--- config.mk ---
export PLATFORM = sky130hd
export DESIGN_NAME = edge_bbox_stats
export DESIGN_NICKNAME = d
export VERILOG_FILES = /design/src/rtl/edge_pipe_pkg.sv /design/src/rtl/raster_counter.sv /design/src/rtl/edge_bbox_stats.sv
export SDC_FILE = /design/constraint.sdc
export NUM_CORES = 1
export LEC_CHECK = 0
export ABC_AREA = 1
export CAP_MARGIN = 25
export CORE_MARGIN = 10
export CORE_UTILIZATION = 50
export CTS_CLUSTER_DIAMETER = 200
export CTS_CLUSTER_SIZE = 20
export DETAILED_ROUTE_END_ITERATION = 10
export GPL_ROUTABILITY_DRIVEN = 0
export GPL_TIMING_DRIVEN = 0
export PLACE_DENSITY = 0.72
export SYNTH_ARGS = -nofsm -noshare
export SYNTH_HDL_FRONTEND = slang
export SYNTH_SLANG_ARGS = --single-unit
--- constraint.sdc ---
create_clock -name clk -period 5.2 [get_ports clk]
set_input_delay 0.52 -clock clk [delete_from_list [all_inputs] [get_ports clk]]
set_output_delay 0.52 -clock clk [all_outputs]
set_load 0.005 [all_outputs]
--- src/rtl/edge_pipe_pkg.sv ---
// Shared definitions for the edge pipeline: frame geometry defaults, the
// statistics FSM state type and the bounding-box record.
package edge_pipe_pkg;

    localparam int IMG_W_DEF   = 10;
    localparam int IMG_H_DEF   = 10;
    localparam int DATA_W_DEF  = 8;
    localparam int COORD_W_DEF = 4;
    localparam int CNT_W_DEF   = 16;

    typedef enum logic [1:0] {
        ST_IDLE  = 2'd0,
        ST_ACCUM = 2'd1,
        ST_DONE  = 2'd2
    } state_t;

    typedef struct packed {
        logic [COORD_W_DEF-1:0] x_min;
        logic [COORD_W_DEF-1:0] x_max;
        logic [COORD_W_DEF-1:0] y_min;
        logic [COORD_W_DEF-1:0] y_max;
    } bbox_t;

    // Grow a box to include (col,row); the first edge pixel seeds all four bounds.
    function automatic bbox_t bbox_merge(
        input bbox_t                  box,
        input logic [COORD_W_DEF-1:0] col,
        input logic [COORD_W_DEF-1:0] row,
        input logic                   seed
    );
        bbox_t res;
        res = box;
        if (seed) begin
            res.x_min = col;
            res.x_max = col;
            res.y_min = row;
            res.y_max = row;
        end else begin
            if (col < box.x_min) res.x_min = col;
            if (col > box.x_max) res.x_max = col;
            if (row < box.y_min) res.y_min = row;
            if (row > box.y_max) res.y_max = row;
        end
        return res;
    endfunction

endpackage

--- src/rtl/raster_counter.sv ---
// Column/row position of the current pixel in raster order. A clear forces the
// current position to (0,0), so a pixel arriving with the clear is the frame's first.
module raster_counter #(
    parameter int IMG_W   = 10,
    parameter int IMG_H   = 10,
    parameter int COORD_W = 4
) (
    input  logic               clk,
    input  logic               reset,
    input  logic               advance,
    input  logic               clear,
    output logic [COORD_W-1:0] col,
    output logic [COORD_W-1:0] row,
    output logic               first_px,
    output logic               last_px
);

    localparam logic [COORD_W-1:0] LAST_COL = COORD_W'(IMG_W - 1);
    localparam logic [COORD_W-1:0] LAST_ROW = COORD_W'(IMG_H - 1);

    logic [COORD_W-1:0] col_q, col_d;
    logic [COORD_W-1:0] row_q, row_d;
    logic [COORD_W-1:0] col_eff, row_eff;

    always_comb begin
        col_eff  = clear ? '0 : col_q;
        row_eff  = clear ? '0 : row_q;
        first_px = (col_eff == '0) && (row_eff == '0);
        last_px  = (col_eff == LAST_COL) && (row_eff == LAST_ROW);
        col_d    = col_eff;
        row_d    = row_eff;
        if (advance) begin
            if (col_eff == LAST_COL) begin
                col_d = '0;
                row_d = (row_eff == LAST_ROW) ? '0 : row_eff + COORD_W'(1);
            end else begin
                col_d = col_eff + COORD_W'(1);
            end
        end
    end

    always_ff @(posedge clk or negedge reset) begin
        if (!reset) begin
            col_q <= '0;
            row_q <= '0;
        end else begin
            col_q <= col_d;
            row_q <= row_d;
        end
    end

    assign col = col_eff;
    assign row = row_eff;

endmodule

--- src/rtl/edge_bbox_stats.sv ---
// Binarizes the edge-magnitude stream and publishes per-frame edge count and
// bounding box with a one-cycle stats_valid pulse.
module edge_bbox_stats
    import edge_pipe_pkg::*;
#(
    parameter int IMG_W   = IMG_W_DEF,
    parameter int IMG_H   = IMG_H_DEF,
    parameter int DATA_W  = DATA_W_DEF,
    parameter int COORD_W = COORD_W_DEF,
    parameter int CNT_W   = CNT_W_DEF
) (
    input  logic               clk,
    input  logic               reset,
    input  logic [DATA_W-1:0]  edge_input,
    input  logic               edge_input_valid,
    input  logic [DATA_W-1:0]  threshold,
    input  logic               frame_start,
    output logic               bin_output,
    output logic               bin_output_valid,
    output logic [CNT_W-1:0]   edge_count,
    output logic [COORD_W-1:0] bbox_x_min,
    output logic [COORD_W-1:0] bbox_x_max,
    output logic [COORD_W-1:0] bbox_y_min,
    output logic [COORD_W-1:0] bbox_y_max,
    output logic               bbox_valid,
    output logic               stats_valid,
    output logic               busy
);

    logic [COORD_W-1:0] col, row;
    logic               first_px, last_px;

    raster_counter #(
        .IMG_W   (IMG_W),
        .IMG_H   (IMG_H),
        .COORD_W (COORD_W)
    ) u_raster (
        .clk      (clk),
        .reset    (reset),
        .advance  (edge_input_valid),
        .clear    (frame_start),
        .col      (col),
        .row      (row),
        .first_px (first_px),
        .last_px  (last_px)
    );

    state_t             state_q, state_d;
    logic [DATA_W-1:0]  thr_q, thr_d;
    logic [DATA_W-1:0]  thr_eff;
    logic               is_edge;
    logic               acc_clear;
    logic [CNT_W-1:0]   acc_cnt_q, acc_cnt_d;
    logic               acc_any_q, acc_any_d;
    bbox_t              acc_box_q, acc_box_d;
    logic               bin_q, bin_d;
    logic               bin_valid_q, bin_valid_d;
    logic [CNT_W-1:0]   edge_count_q, edge_count_d;
    bbox_t              pub_box_q, pub_box_d;
    logic               bbox_valid_q, bbox_valid_d;

    always_comb begin
        thr_eff     = first_px ? threshold : thr_q;
        thr_d       = (edge_input_valid && first_px) ? threshold : thr_q;
        is_edge     = edge_input_valid && (edge_input >= thr_eff);
        bin_d       = is_edge;
        bin_valid_d = edge_input_valid;

        // The DONE cycle and frame_start both hand the next pixel fresh accumulators.
        acc_clear = frame_start || (state_q == ST_DONE);
        acc_cnt_d = acc_clear ? '0 : acc_cnt_q;
        acc_any_d = acc_clear ? 1'b0 : acc_any_q;
        acc_box_d = acc_clear ? '0 : acc_box_q;
        if (is_edge) begin
            if (acc_cnt_d != '1) acc_cnt_d = acc_cnt_d + CNT_W'(1);
            acc_box_d = bbox_merge(acc_box_d, col, row, !acc_any_d);
            acc_any_d = 1'b1;
        end

        state_d = state_q;
        case (state_q)
            ST_IDLE: begin
                if (edge_input_valid) state_d = last_px ? ST_DONE : ST_ACCUM;
            end
            ST_ACCUM: begin
                if (edge_input_valid && last_px) state_d = ST_DONE;
            end
            ST_DONE: begin
                if (edge_input_valid) state_d = last_px ? ST_DONE : ST_ACCUM;
                else                  state_d = ST_IDLE;
            end
            default: state_d = ST_IDLE;
        endcase
        if (frame_start) begin
            if (edge_input_valid) state_d = last_px ? ST_DONE : ST_ACCUM;
            else                  state_d = ST_IDLE;
        end

        // Publish registers load on entry to DONE so they are visible alongside stats_valid.
        edge_count_d = edge_count_q;
        pub_box_d    = pub_box_q;
        bbox_valid_d = bbox_valid_q;
        if (state_d == ST_DONE) begin
            edge_count_d = acc_cnt_d;
            bbox_valid_d = acc_any_d;
            pub_box_d    = acc_any_d ? acc_box_d : '0;
        end
    end

    always_ff @(posedge clk or negedge reset) begin
        if (!reset) begin
            state_q      <= ST_IDLE;
            thr_q        <= '0;
            acc_cnt_q    <= '0;
            acc_any_q    <= 1'b0;
            acc_box_q    <= '0;
            bin_q        <= 1'b0;
            bin_valid_q  <= 1'b0;
            edge_count_q <= '0;
            pub_box_q    <= '0;
            bbox_valid_q <= 1'b0;
        end else begin
            state_q      <= state_d;
            thr_q        <= thr_d;
            acc_cnt_q    <= acc_cnt_d;
            acc_any_q    <= acc_any_d;
            acc_box_q    <= acc_box_d;
            bin_q        <= bin_d;
            bin_valid_q  <= bin_valid_d;
            edge_count_q <= edge_count_d;
            pub_box_q    <= pub_box_d;
            bbox_valid_q <= bbox_valid_d;
        end
    end

    assign bin_output       = bin_q;
    assign bin_output_valid = bin_valid_q;
    assign edge_count       = edge_count_q;
    assign bbox_x_min       = pub_box_q.x_min;
    assign bbox_x_max       = pub_box_q.x_max;
    assign bbox_y_min       = pub_box_q.y_min;
    assign bbox_y_max       = pub_box_q.y_max;
    assign bbox_valid       = bbox_valid_q;
    assign stats_valid      = (state_q == ST_DONE);
    assign busy             = (state_q == ST_ACCUM);

endmodule
# Word-level counts from Yosys, hierarchy flattened
# Index checks and enable logic that the tools add are counted.
# totals
ff_bits	86
input_bits	20
wordCells	68
output_inout_bits	37
# op_classes
eq_ne	6
n_reduce_logical	9
n_addsub	3
order_cmp	5
n_mux	27
# ops
cell	count
$mux 16	7
$mux 4	11
$add 16x1->16 const B	1
$ne 16x16->1 const B	1
$mux 2	5
$add 4x1->4 const B	2
$eq 4x4->1 const B	2
$ge 8x8->1	1
$gt 4x4->1	2
$logic_not 4->1	2
$lt 4x4->1	2
$mux 8	1
$pmux 2 s3	1
$logic_and 1x1->1	5
$eq 2x2->1 const B	2
$eq 2x1->1 const B	1
$logic_not 2->1	1
$mux 1	2
$logic_or 1x1->1	1

# Depth between registers and ports, before layout
# Gate-level depths: netlist of the first run.
# logic_depth
depth_word	8
depth_mapped	24
depth_no_buf	22

# Modules after synthesis
# Synthesis of the first run repeated with hierarchy kept, for this count alone.
# hier_totals
hier_cells	658
area_unflattened_um2	5161.2
# by_module_without_submodules
module	cells_per_inst	area_each_um2	instances
edge_bbox_stats	581	4611.9	1
raster_counter	77	549.3	1

# Worst setup path after synthesis of the first run
# Ideal clock, no wire load.
# synth_timing
path_type	input-to-reg
startpoint	in frame_start
endpoint	reg edge_count_q[10], in the netlist edge_count[10]
path_stages	22
t_required_ns	5.135
setup_time_ns	0.065
n_path_buf	5
path_slack_ns	1.969
t_arrival_ns	3.165
cell_sequence	buf_6 > inv_8 > buf_8 > nand2_4 > inv_2 > nor4_1 > nand2_1 > inv_2 > buf_2 > o21ai_0 > ha_1 > a21oi_1 > nor2_1 > nor3_1 > nand2_1 > nand2_1 > buf_2 > clkbuf_1 > nand2_1 > nand2_2 > nand2_1 > nand2_1
# synth_lines
item	line_no	rtl
from (decl)	edge_bbox_stats.sv:17	input logic frame_start,
$mux 4 (on tied branches)	raster_counter.sv:26, raster_counter.sv:27	
$logic_not 4->1	raster_counter.sv:28	first_px = (col_eff == '0) && (row_eff == '0);
$logic_and 1x1->1	raster_counter.sv:28	
$mux 8	edge_bbox_stats.sv:63	thr_eff = first_px ? threshold : thr_q;
$ge 8x8->1	edge_bbox_stats.sv:65	is_edge = edge_input_valid && (edge_input >= thr_eff);
$logic_and 1x1->1	edge_bbox_stats.sv:65	
$mux 16 *	edge_bbox_stats.sv:74	if (is_edge) begin
named net acc_cnt_d[10]	edge_bbox_stats.sv:53	logic [CNT_W-1:0] acc_cnt_q, acc_cnt_d;
to (signal assigned)	edge_bbox_stats.sv:130	edge_count_q <= edge_count_d;
to (decl)	edge_bbox_stats.sv:58	logic [CNT_W-1:0] edge_count_q, edge_count_d;
# Mark *: on every way through the listed nets, which the timed path passes. The rest lies on a longest branch.
# A chain may end at the register's enable or synchronous reset.

# Worst setup path after layout of the first run
# Same ends and word-level chain as after synthesis.

==> results.yml, run 1 <==
run_status:
  outcome: "completed"
clock_network:
  postCtsHoldBufs: 0
  cts-resized-gates: 0
  clk_pin_slew_worst_paths_ns: 0.09
  post_cts_buffers: 0
  clk_latency_ns: 0.37
  cts_tree: "built"
  cts_buffers: 9
  htreeDepth: 3
  cts_root_buf: "clkbuf_8"
  cts_sinks: 86
  clockBufferDepth: 2
worst_setup_path:
  slowest_delay_ns: 0.44
  startpoint_type: "primary input"
  critPathRequiredTime_ns: 5.51
  cp_num_buf_inv: 8
  cp_slowest_cell: "clkbuf_1"
  endpoint_kind: "register"
  cp_cell_sequence: "buf_6 > inv_8 > buf_8 > nand2_1 > inv_2 > nor4_1 > nand2_1 > inv_2 > buf_2 > o21ai_0 > ha_1 > a21oi_1 > nor2_1 > nor3_1 > nand2_1 > nand2_1 > buf_2 > clkbuf_1 > nand2_1 > nand2_2 > nand2_1 > nand2_1"
  crit_type: "primary input to register"
  cpMostUsedCell: "nand2_1"
  ff2ff_setup_slack_ns: 1.43
  worstPathArrival_ns: 4.09
  crit_family: "simple AND/OR/NAND/NOR gates"
  path_max_fanout: 10
routing:
  post-route-drc-count: 0
  antenna_left: 0
  drt-wirelength-per-cell_um: 14.49
  drt_wl_total_um: 12540
  drt_iter0_drc: 340
  vias_per_cell: 5.184
  dr.pass1.iters: 7
  via_count: 4484
floorplan:
  dieWidth_um: 121.0
  core_sq_um: 9864
  fp.dieH_um: 121.0
  die-area_sq_um: 14650
  row_count: 36
  initial_core_util_pct: 51.75
  io_pins: 57
logic_synthesis:
  synth.distinct_cells: 41
  syn_nets: 704
  synth_area_leader_cell: "dfrtp_1"
  netlist_top_cells_area: "dfrtp_1 42%, nand2_1 17%, ha_1 5.9%"
  syn_area_per_cell_sq_um: 7.735
  synthesis.area_sq_um: 5105
  synth-warning-count: 0
  synth.yosys.seq_area_share_pct: 42.16
  ys_ff_latch: 86
  netlist_instances: 660
  synth_top_area_share_pct: 42.16
global_routing:
  grt_pass1_vias: 4415
  grt_util_met3_pct: 4.653
  grt_pass1_wl_um: 21320
  gr-usage-met1_pct: 23.25
  grtUsageMet2_pct: 27.18
  antenna_found_initial: 0
  grt_usage_pct: 17.78
  grt.busiest_layer: "met2"
  grt_max_degree: 46
  grt_overflow: 0
sta:
  final_max_slew_viol_count: 0
  fin_hold_ws_ns: 0.1382
  fin_ws_ns: 1.419
  rsz0062_at_grt: "no"
  period_share_pct: 72.71
  hold_violations: 0
  fin_crit_ns: 3.781
  tightest_slew_ns: 0.5761
  fmax_mhz: 264.5
  fin_worst_skew_ns: 0.01289
  max-slew-margin-rel_pct: 61.59
  setup_viol: 0
  fin_setup_tns_ns: 0
pwr:
  power.total_mw: 1.435
  p_per_area_nw_per_um2: 237.9
  p_leak_nw: 3.177
  irDropWorstVdd_mv: 0.2115
cells_and_area:
  final_core_util_pct: 61.15
  drive_gt1_share_pct: 10.66
  antennaDiodeCount: 0
  fin_nets: 771
  fillers: 886
  area_delta_synth_final_pct: 18.16
placed_design:
  port_buffers: 55
  pre_cts_ws_ns: 1.066
  hpwlAfterDp_um: 9324
job:
  maxCapViolCount: 0
worst_hold_path:
  hold_path_class: "primary input to asynchronous set/reset pin"
==> cell usage after synthesis, drive strengths merged <==
library cell and count:
nand2 250, dfrtp 86, inv 81, nand3 55, nor2 48, o21ai 33, ha 24, nand4 19
a21oi 15, buf 13, and2 9, clkbuf 5, xor2 5, nor3 4, nor4 3, a21o 2
clkinv 2, a211oi 1, a22oi 1, and3 1, nand3b 1, o211ai 1, o21a 1
==> power breakdown <==
| part | internal [mW] | switching (mW) |
|---|---|---|
| combinational | 0.0928 | 0.168 |
| sequential | 0.705 | 0.0158 |
| clock | 0.202 | 0.251 |
| total | 1.00 | 0.435 |
==> layer usage <==
layer | vias to the layer above | part of all wire [%]
li1 | 2223 | -
met1 | 2103 | 47
met2 | 135 | 45
met3 | 23 | 6.4
met4 | 0 | 2.1
met5 | - | 0
==> layout make-up <==
type	count	area [sq um]	share of cell area, %
Multi-Input combinational cell	473	2505	41.53
Tap cell	133	166.4	2.759
Sequential cell	86	2152	35.68
Buffer	18	127.6	2.116
Clock buffer	12	155.1	2.572
Inverter	83	320.3	5.310
Clock inverter	4	30.03	0.4978
Timing Repair Buffer	56	575.6	9.542
==> final timing paths <==
check	cells after the start	from	to
setup / recovery	22	frame_start	edge_count[10]
hold / removal	1	reset	bbox_y_min[2]
setup reg to reg	19	u_raster.col_q[1]	edge_count[10]
hold reg to reg	1	u_raster.col_q[3]	u_raster.col_q[3]
max in group asynchronous	2	reset	acc_cnt_q[5]
min in group clk	1	u_raster.col_q[3]	u_raster.col_q[3]
==> registers in the layout, summed over array words and instances (netlist names) <==
register,count
bin_output,1
u_raster.row_q,4
state_q,2
thr_q,8
bbox_x_min,4
bbox_y_max,4
acc_any_q,1
bbox_valid,1
bbox_y_min,4
u_raster.col_q,4
acc_cnt_q,16
edge_count,16
bin_output_valid,1
bbox_x_max,4
acc_box_q,16
==> cells in the final DEF (no fill, tap or decap), types with 2 or more instances in the layout <==
cell and count:
buf_6 5, o21ai_1 3, buf_4 2, nand4_1 18, and2_1 9, dfrtp_1 86
clkbuf_1 6, nand2_1 236, o21ai_0 22, inv_2 6, a21oi_1 13, nand2_4 4
clkinv_2 2, nor4_1 2, nand2_2 10, nor2_2 5, inv_1 74, a21o_1 2
buf_2 6, nor3_1 2, nor2_1 38, ha_1 24, nor2_4 3, nand3_1 54
nor3_4 2, a21oi_4 2, nor2_8 2, clkdlybuf4s50_1 54, o21ai_2 8, clkbuf_8 11
xor2_1 5
==> worst register-to-register path, delay by kind of cell, from the launching register on <==
kind | cells | cell delay (ns)
DFF | 1 | 0.46
and+or+nand+nor | 11 | 1.55
adders and majority gates | 1 | 0.29
AOI/OAI and AO/OA | 2 | 0.26
buffers and inverters | 5 | 1.15
==> per-stage QoR <==
step / cells / area, sq um
after floorplan: 660 / 5105
after global placement: 848 / 5822
after detailed placement: 849 / 5847
after CTS: 865 / 6032
after global routing: 865 / 6032
final: 865 / 6032
==> kinds of logic after synthesis <==
kind of cell / Yosys count / share of synthesized area (%)
flip-flops: 86 / 42.16
adder cells (fa/ha/maj): 24 / 5.882
buffers and inverters: 101 / 8.774
AND/OR/NAND/NOR: 390 / 35.44
AO/OA/AOI/OAI: 54 / 6.887
XOR/XNOR: 5 / 0.8578
Power figures use the tool's default switching activity.
==> inputs of run 2 (changes only) <==
--- a/config.mk
+++ b/config.mk
@@ -14,7 +14,7 @@
 export DETAILED_ROUTE_END_ITERATION = 10
 export GPL_ROUTABILITY_DRIVEN = 0
 export GPL_TIMING_DRIVEN = 0
-export PLACE_DENSITY = 0.72
+export PLACE_DENSITY = 0.75
 export SYNTH_ARGS = -nofsm -noshare
 export SYNTH_HDL_FRONTEND = slang
 export SYNTH_SLANG_ARGS = --single-unit
==> constraint.sdc (replaced) <==
create_clock -name clk -period 3.4 [get_ports clk]
set_input_delay 0.34 -clock clk [delete_from_list [all_inputs] [get_ports clk]]
set_output_delay 0.34 -clock clk [all_outputs]
set_load 0.005 [all_outputs]
==> results.yml, run 2 (synthesized netlist as in run 1, its figures left out) <==
worst_hold_path:
  min_from: "frame_start"
  hold_path_class: "primary input to register"
worst_setup_path:
  worstPathArrival_ns: 3.45
  slowest_delay_ns: 0.46
  crit_start: "u_raster.col_q[1]"
  reg2reg_from: "u_raster.col_q[1]"
  path_max_fanout: 10
  cp_num_buf_inv: 5
  critPathRequiredTime_ns: 3.71
  crit_family: "simple AND/OR/NAND/NOR gates"
  cpMostUsedCell: "nand2_1"
  cp_cell_sequence: "nand2_1 > inv_2 > nor4_4 > nand2_2 > inv_2 > clkbuf_4 > o21ai_0 > ha_1 > a21oi_1 > nor2_1 > nor3_1 > nand2_1 > nand2_2 > buf_4 > buf_4 > nand2_1 > nand2_1 > nand2_1 > nand2_1"
  crit_type: "register to register"
  endpoint_kind: "register"
  cp_slowest_cell: "dfrtp_2"
  startpoint_type: "register"
routing:
  drt_iter0_drc: 290
  antenna_left: 0
  post-route-drc-count: 0
  vias_per_cell: 5.218
  drt-wirelength-per-cell_um: 14.54
  via_count: 4524
  drt_wl_total_um: 12600
  dr.pass1.iters: 5
cells_and_area:
  fin_nets: 773
  layout_commonest_cell: "nand2_1"
  drive_gt1_share_pct: 12.67
  final_core_util_pct: 61.96
  fin_area_sq_um: 6112
  antennaDiodeCount: 0
  area_delta_synth_final_pct: 19.73
  mostFrequentLayoutCells: "234 x nand2_1, 84 x dfrtp_1, 73 x inv_1, 54 x nand3_1, 54 x clkdlybuf4s50_1"
clock_network:
  clk_pin_slew_worst_paths_ns: 0.09
  clockBufferDepth: 2
  cts_sinks: 86
  cts_root_buf: "clkbuf_8"
  clk_latency_ns: 0.37
  cts_buffers: 9
  cts_tree: "built"
  htreeDepth: 3
sta:
  setup_viol: 0
  tightest_slew_ns: 0.5339
  fmax_mhz: 319.0
  hold_violations: 0
  fin_crit_ns: 3.135
  fin_hold_ws_ns: 0.3150
  max-slew-margin-rel_pct: 64.40
  fin_setup_tns_ns: 0
  rsz0062_at_grt: "no"
  period_share_pct: 92.21
  final_max_slew_viol_count: 0
  fin_worst_skew_ns: 0.01266
run_status:
  outcome: "completed"
floorplan:
  io_pins: 57
  dieWidth_um: 121.0
  row_count: 36
  core_sq_um: 9864
  initial_core_util_pct: 51.75
  fp.dieH_um: 121.0
  die-area_sq_um: 14650
placed_design:
  postPlaceCellArea_sq_um: 5847
  hpwlAfterDp_um: 9592
  port_buffers: 55
global_routing:
  grt_overflow: 0
  grt_pass1_wl_um: 21260
  grt_pass1_vias: 4402
  grt_usage_pct: 17.67
  grt_max_degree: 47
  antenna_found_initial: 0
pwr:
  irDropWorstVdd_mv: 0.1883
  p_per_area_nw_per_um2: 366.8
  p_leak_nw: 3.207
job:
  maxCapViolCount: 0
-- run 2: cell types whose count changed in the layout (fill, tap and decap cells not counted), moves of 2 or more --
cell	change
nand2_1	-2
dfrtp_1	-2
buf_4	+4
nand2_2	+2
nor2_2	+2
clkbuf_4	+3
nor2_1	-2
dfrtp_2	+2
clkbuf_1	-4
nor4_1	-2
buf_2	-3
-- run 2: worst min-delay path, cell delays in order --
cell and delay, ns:
buf_6 0.16, a22oi_1 0.10, inv_1 0.05
-- run 2: cell type report --
type	count	area, sq um
plain buffers	18	146.4
clock buffers	11	151.4
clock inverters	5	41.29
fillers	865	3752
inverters	83	322.8
multi-input cells	473	2536
flip-flops and latches	86	2155
well taps	133	166.4
repair buffers	58	593.1
-- run 2: power breakdown --
| group | leakage [nW] | internal, mW | switching (mW) | total, mW |
|---|---|---|---|---|
| Combinational | 1.95 | 0.155 | 0.262 | 0.417 |
| Clock | 0.0926 | 0.312 | 0.408 | 0.721 |
| Sequential | 1.17 | 1.08 | 0.0245 | 1.10 |
-- run 2: worst paths after layout --
check / end / slack [ns] / cells past startpoint
max: edge_count[6] / 0.26 / 19
min: state_q[0] / 0.32 / 3
max reg2reg: edge_count[6] / 0.26 / 19
min reg2reg: u_raster.col_q[3] / 0.47 / 1
max in group asynchronous: u_raster.col_q[1] / 2.29 / 3
min in group asynchronous: bbox_y_max[2] / 0.47 / 2
-- run 2: routing by layer --
layer	GRT usage [%]	vias to the layer above	share of wire (%)
met1	22.71	2133	44
met4	5.581	0	1.6
met3	4.281	17	7.4
met5	0	-	0
met2	28.61	144	47
li1	-	2230	-
-- run 2: through the flow --
step           setup WS [ns]  instances  total power [mW]
2_1_floorplan         0.3492        660             1.384
3_3_place_gp          -1.206        848             1.498
3_5_place_dp         -0.5564        849             1.522
4_1_cts              0.01853        866             2.241
5_1_grt              0.01061        867             2.356
6_report              0.2649        867             2.242
-- run 2: repair_timing --
item,in CTS,in global routing
hold buffers,1,0
endpoints found under the setup margin,58,64
endpoints found under the hold margin,40,0
pin swaps,0,1
buffers inserted,0,1
resized for setup,10,14
